--- src/rtl/cpu_defs.sv ---
// Shared front-end definitions: the fetched-instruction record and the
// fetch/issue widths used by the instruction queue and its neighbours.
package cpu_defs;

   localparam int FETCH_NUM = 2;
   localparam int ISSUE_NUM = 2;

   typedef struct packed {
      logic        valid;
      logic [31:0] vaddr;
      logic [31:0] instr;
      logic        exc_valid;
      logic [3:0]  exc_cause;
   } fetch_entry_t;

endpackage

--- src/rtl/instr_queue.sv ---
// Circular instruction buffer between fetch and dual issue: multi-entry push
// at the tail, first-word-fall-through presentation and clipped pop at the head.
module instr_queue
   import cpu_defs::*;
#(
   parameter int DEPTH     = 16,
   parameter int FETCH_NUM = cpu_defs::FETCH_NUM,
   parameter int ISSUE_NUM = cpu_defs::ISSUE_NUM
) (
   input  logic                                  clk,
   input  logic                                  rst_n,
   input  logic                                  flush,
   input  logic [$clog2(FETCH_NUM+1)-1:0]        push_num,
   input  fetch_entry_t [FETCH_NUM-1:0]          push_entry,
   output logic                                  push_ready,
   input  logic [$clog2(ISSUE_NUM+1)-1:0]        pop_num,
   output fetch_entry_t [ISSUE_NUM-1:0]          fetch_entry,
   output logic [$clog2(DEPTH+1)-1:0]            count,
   output logic                                  empty
);

   localparam int PW  = $clog2(DEPTH);
   localparam int CW  = $clog2(DEPTH+1);
   localparam int PNW = $clog2(FETCH_NUM+1);

   logic [PW-1:0] head_r;
   logic [PW-1:0] tail_r;
   logic [CW-1:0] count_r;
   fetch_entry_t  mem_r [DEPTH];

   logic          push_en_s;
   logic [CW-1:0] push_cnt_s;
   logic [CW-1:0] pop_cnt_s;

   // Readiness looks only at the registered count; a same-cycle pop never frees room.
   assign push_ready = ((CW'(DEPTH) - count_r) >= CW'(FETCH_NUM));
   assign count      = count_r;
   assign empty      = (count_r == {CW{1'b0}});

   // Accepted push size and pop size clipped to the current occupancy.
   always_comb begin
      push_en_s  = 1'b0;
      push_cnt_s = {CW{1'b0}};
      pop_cnt_s  = {CW{1'b0}};
      if (!flush && push_ready && (push_num != {PNW{1'b0}})) begin
         push_en_s  = 1'b1;
         push_cnt_s = CW'(push_num);
      end else begin
         push_en_s  = 1'b0;
         push_cnt_s = {CW{1'b0}};
      end
      if (CW'(pop_num) > count_r) begin
         pop_cnt_s = count_r;
      end else begin
         pop_cnt_s = CW'(pop_num);
      end
   end

   // Pointer and occupancy state; flush wins over any same-cycle push or pop.
   always_ff @(posedge clk or negedge rst_n) begin
      if (!rst_n) begin
         head_r  <= {PW{1'b0}};
         tail_r  <= {PW{1'b0}};
         count_r <= {CW{1'b0}};
      end else if (flush) begin
         head_r  <= {PW{1'b0}};
         tail_r  <= {PW{1'b0}};
         count_r <= {CW{1'b0}};
      end else begin
         head_r  <= head_r + PW'(pop_cnt_s);
         tail_r  <= tail_r + PW'(push_cnt_s);
         count_r <= count_r + push_cnt_s - pop_cnt_s;
      end
   end

   // Storage writes: contents are qualified by count, so no reset is needed.
   always_ff @(posedge clk) begin
      for (int i = 0; i < FETCH_NUM; i++) begin
         if (push_en_s && (PNW'(i) < push_num)) begin
            mem_r[tail_r + PW'(i)] <= push_entry[i];
         end
      end
   end

   // Oldest entries with stored valid bits replaced by occupancy.
   always_comb begin
      for (int i = 0; i < ISSUE_NUM; i++) begin
         fetch_entry[i]       = mem_r[head_r + PW'(i)];
         fetch_entry[i].valid = (CW'(i) < count_r);
      end
   end

endmodule

--- config.mk ---
export PLATFORM = sky130hd
export DESIGN_NAME = instr_queue
export DESIGN_NICKNAME = d
export VERILOG_FILES = /design/src/rtl/cpu_defs.sv /design/src/rtl/instr_queue.sv
export SDC_FILE = /design/constraint.sdc
export NUM_CORES = 2
export LEC_CHECK = 0
export CORE_MARGIN = 5
export CORE_UTILIZATION = 55
export DETAILED_ROUTE_END_ITERATION = 8
export GPL_TIMING_DRIVEN = 0
export MAX_ROUTING_LAYER = met4
export PLACE_DENSITY = 0.85
export SYNTH_ARGS = -nofsm -noshare
export SYNTH_HDL_FRONTEND = slang
export SYNTH_SLANG_ARGS = --single-unit
--- constraint.sdc ---
create_clock -name clk -period 20.1 [get_ports clk]
set_input_delay 4.02 -clock clk [delete_from_list [all_inputs] [get_ports clk]]
set_output_delay 4.02 -clock clk [all_outputs]
set_load 0.03 [all_outputs]
Word-level counts from Yosys, hierarchy flattened. Memories as Yosys holds them, arrays and structs flattened. Cells that the tools add are included.

Register bits after elaboration: 13. RAM bits: 1120. Output and inout bits: 147. Logic and storage cells: 34. Memories: 1.

Memories: mem_r (words 16, width 70, rd ports 2, clocked after Yosys merged registers in 0, write ports 2, line instr_queue.sv:29) `fetch_entry_t mem_r [DEPTH];`.

Add/sub/neg operators: 7. $lt $le $gt $ge: 6. Multiplexer cells: 10. Reduce and logical (&&, ||, !) cells: 7.

Operators by type and width (count): less-than comparator 1 x 5 -> 1 bit (first input constant) (2); two-way mux 5 bit (2); adder 4 x 1 -> 4 bit (second input constant) (2); adder 4 bit (2); two-way mux 4 bit (2); adder 5 bit (1); greater-or-equal comparator 5 x 2 -> 1 bit (second input constant) (1); greater-than comparator 2 x 5 -> 1 bit (1); logical NOT 5 bit (1); two-way mux 1 bit (5); subtractor 5 bit (1); subtractor 5 bit (first input constant) (1); logical AND 1 bit (4); less-than comparator 1 x 2 -> 1 bit (first input constant) (2); two-way mux 2 bit (1); nonzero test 2 bit (1); logical NOT 1 bit (1).

Longest topological paths before layout.
Word-level depth: 8. Gate-level depth with buffers: 19. Mapped depth without buffers: 17.

Least setup slack after synthesis. No wires, ideal clock.

Kind: in2reg. Start: input flush. End: memory mem_r[15][0] (netlist name) (enable). Data arrival time: 9679 ps. Required time: 19501 ps. Slack: 9822 ps. Stages: 4. Cell sequence: clkbuf_1 > nor2_1 > nand2_1 > o31ai_1.

RTL lines: start: declaration (line instr_queue.sv:12) `input logic flush,`; end: declaration (line instr_queue.sv:29).

==> summary.md <==
| Metric | Value |
|---|---|
| Status | `finished with violations` |
| Violated checks | `max-capacitance violations, max-slew violations` |
| Commonest cells in the netlist | `edfxtp_1, mux2_2, mux4_2, clkbuf_1` |
| Finished Core Util | `between 60 and 70%` |
| Startpoint types | `flop` |
| CP Capture Type | `output pin` |
| CTS clk-pin slew, worst paths | `50 ps` |
| Starting density of the core | `approximately 55%` |
| Logic gate share of total power | `53.2%` |
| Final layout net count | `4,520` |
| H-tree levels | `3` |
| Row count | `approximately 130` |
| Post-CTS setup repair buffer count | `0` |
| Setup TNS Final | `0 ps` |
| Async set or reset register ratio after synthesis | `1.16%` |
| Final period utilization | `about half` |
| DR WL/cell | `about 37 um` |
| IO Port Bufs | `just under 300` |
| Met3 Usage GRT | `12.4%` |
| 1st-pass router iterations | `6` |
| DP HPWL | `about 150 mm` |
| Grt met1 use | `a little over two fifths` |
| CP Max Fanout | `13` |
| P_sw | `4.26 mW` |
| Area Overhead vs Synth | `15.4%` |
| Netlist cell types | `50` |
| DR DRC count | `0` |
| Pint | `about 6.1 mW` |
| GR Util met2 | `a little over half` |
| Initial antenna violation count | `27` |
| First-pass GRT wire length | `about 320 mm` |
| Top cell type by total area after synthesis | `edfxtp_1` |
| CTS tree | `built` |
| Gr ovfl total | `0` |
| Main synth FF type | `edfxtp_1` |
| Cts bufs inserted | `about 120` |
| Proportion of layout cells with a drive suffix above 1 | `45.6%` |
| DRT antenna net count | `0` |
| CTS resizes | `0` |
| Vias post-DR | `around 45,000` |
| I/O pin total | `294` |
| Die W | `355 um` |
| CTS max path bufs | `3` |
| Largest net degree at the start of global routing | `48` |
| CP Data Required Time | `about 16,000 ps` |
| Total global-route track usage | `35.6%` |
| Worst Hold Class | `reg -> reg` |
| DRT iter0 DRCs | `6,935` |
| RSZ-0062 raised after global routing | `false` |
| Max-cap violations | `1` |
| Worst-skew pair later-pin latency | `roughly 730 ps` |
| Clk_skew | `~25 ps` |
| Root buf cell | `clkbuf_16` |
| Crit Path Category | `reg -> out` |
| Yosys warns | `0` |
| Die Y | `about 350 um` |
| Mapped cell area | `65,400 um^2` |
| Storage cell area | `between 30,000 and 40,000 um^2` |
| Leak pwr | `24.7 nW` |
| Most common cell in the netlist | `edfxtp_1` |
| Core Box Area | `118,000 um^2` |
| Non-Filler Instances | `6,022` |
| Final setup margin | `just under 10,000 ps` |
| Max VDD drop | `148 uV` |
| Mapped Cells | `between 3,000 and 4,000` |
| Clock power share | `roughly a fifth` |
| Share of the synthesized area in the top cell type | `between 50% and 60%` |
| Relative slew slack | `-3.75%` |
| Fill cells | `about 7,900` |
| Multi-input gate area | `around 30,000 um^2` |
| CTS sink count | `about 1,100` |
| Vias/cell | `between 7 and 8` |
| Post-synth EDFFs | `between 1,000 and 1,500` |
| Final min period | `a little over 10,000 ps` |
| Full die area | `roughly 130,000 um^2` |
| Final setup fails | `0` |
| Sequential area share after synthesis | `51.2%` |
| Most area-consuming cells after synthesis | `edfxtp_1, mux4_2, mux2_2` |
| PwrDens | `around 140 nW/um^2` |
| Final slew viol count | `14` |
| Syn Area/Cell | `16.8 um^2` |
| Top Usage Layer GRT | `met2` |
| Pre-CTS WS | `11,250 ps` |
| Routed Wire Length | `approximately 220 mm` |
| RD Place Congestion | `about 0.92` |
| Data arrival time of the critical path | `approximately 6200 ps` |
| Synth Register Bits | `approximately 1,100` |
| Fmax | `98.0 MHz` |
| Endpoints failing hold | `0` |
| Syn nets | `4,052` |
| Slew @ Worst Pin | `1560 ps` |
| Vias in the first global route | `approximately 45,000` |
| Flop pwr share | `a little over a quarter` |
| Switching share of power | `41.0%` |
| Dpl cells | `about 5,800` |
| Hold buffers post-CTS | `0` |
[metal layers]
| metal | routed length (um) | vias to the layer above |
|---|---|---|
| li1 | - | 17100 |
| met1 | 72700 | 22500 |
| met2 | 101000 | 4076 |
| met3 | 33200 | 941 |
| met4 | 15600 | 0 |
| met5 | 0 | - |
[cell type report]
type,count,share of cell area [%]
Timing Repair Buffer,350,5.57
Buffer,471,2.71
Inverter,14,0.0697
Clock inverter,63,0.679
Antenna cell,40,0.133
Tap cell,1536,2.55
Sequential cell,1117,44.4
Clock buffer,148,4.09
Multi-Input combinational cell,2283,39.8
[worst max-delay path, cell delays in order, from the launching register on]
cell	delay (ps)
dfrtp_1	380
clkbuf_1	180
buf_2	610
buf_2	440
clkbuf_1	1170
clkbuf_1	1030
mux4_2	440
a22oi_1	210
nand2_1	290
clkdlybuf4s50_1	680
[cell usage in the layout (no fill, tap or decap), types with 119 or more instances in the layout]
master / n
edfxtp_1: 1104
clkdlybuf4s50_1: 291
a21boi_0: 138
clkbuf_16: 119
buf_2: 121
a22oi_1: 138
mux2_2: 961
mux2_4: 138
mux4_2: 552
clkbuf_1: 315
[per-stage QoR]
| step | area (um^2) | power (mW) | hold slack [ps] |
|---|---|---|---|
| final | 75400 | 10.4 | 671 |
| after global routing | 75400 | 10.6 | 724 |
| after CTS | 75300 | 10.3 | 667 |
| after detailed placement | 71700 | 8.18 | 665 |
| after global placement | 70200 | 8.09 | 638 |
| after floorplan | 65400 | 6.05 | 612 |
[worst paths after layout]
path / end / from / slack [ps] / cells after the start
min in group asynchronous: count[0] / rst_n / 3790 / 1
worst max register to register: mem_r[3][42] / count[1] / 15070 / 14
worst max-delay path: fetch_entry[49] / head_r[0] / 9900 / 9
worst min register to register: head_r[0] / head_r[0] / 670 / 2
worst min-delay path: head_r[0] / head_r[0] / 670 / 2
max in group asynchronous: tail_r[0] / rst_n / 15740 / 1
[state kept, by name, indices dropped and copies added, names as in the netlist]
name / flops
tail_r: 4
head_r: 4
count: 5
mem_r: 1104
[logic make-up (layout without fill, tap and decap cells)]
family,Yosys count,after routing,share of synthesized area [%]
flops,1117,1117,51.2
other cells,1,41,0.00574
buf+inv,485,1046,3.20
xor+xnor,7,7,0.0938
compound gates,379,379,4.45
simple gates,220,220,1.78
mux,1656,1656,38.8
fa+ha+maj,20,20,0.429
[power by group through the flow]
stage	clock, mW	combinational [mW]	sequential (mW)
floorplan	0	3.26	2.79
global placement	0	5.27	2.82
detailed placement	0	5.39	2.79
CTS	2.10	5.42	2.74
global route	2.20	5.66	2.75
finish	2.12	5.54	2.74
No activity file was read; power rests on OpenSTA's default activity.
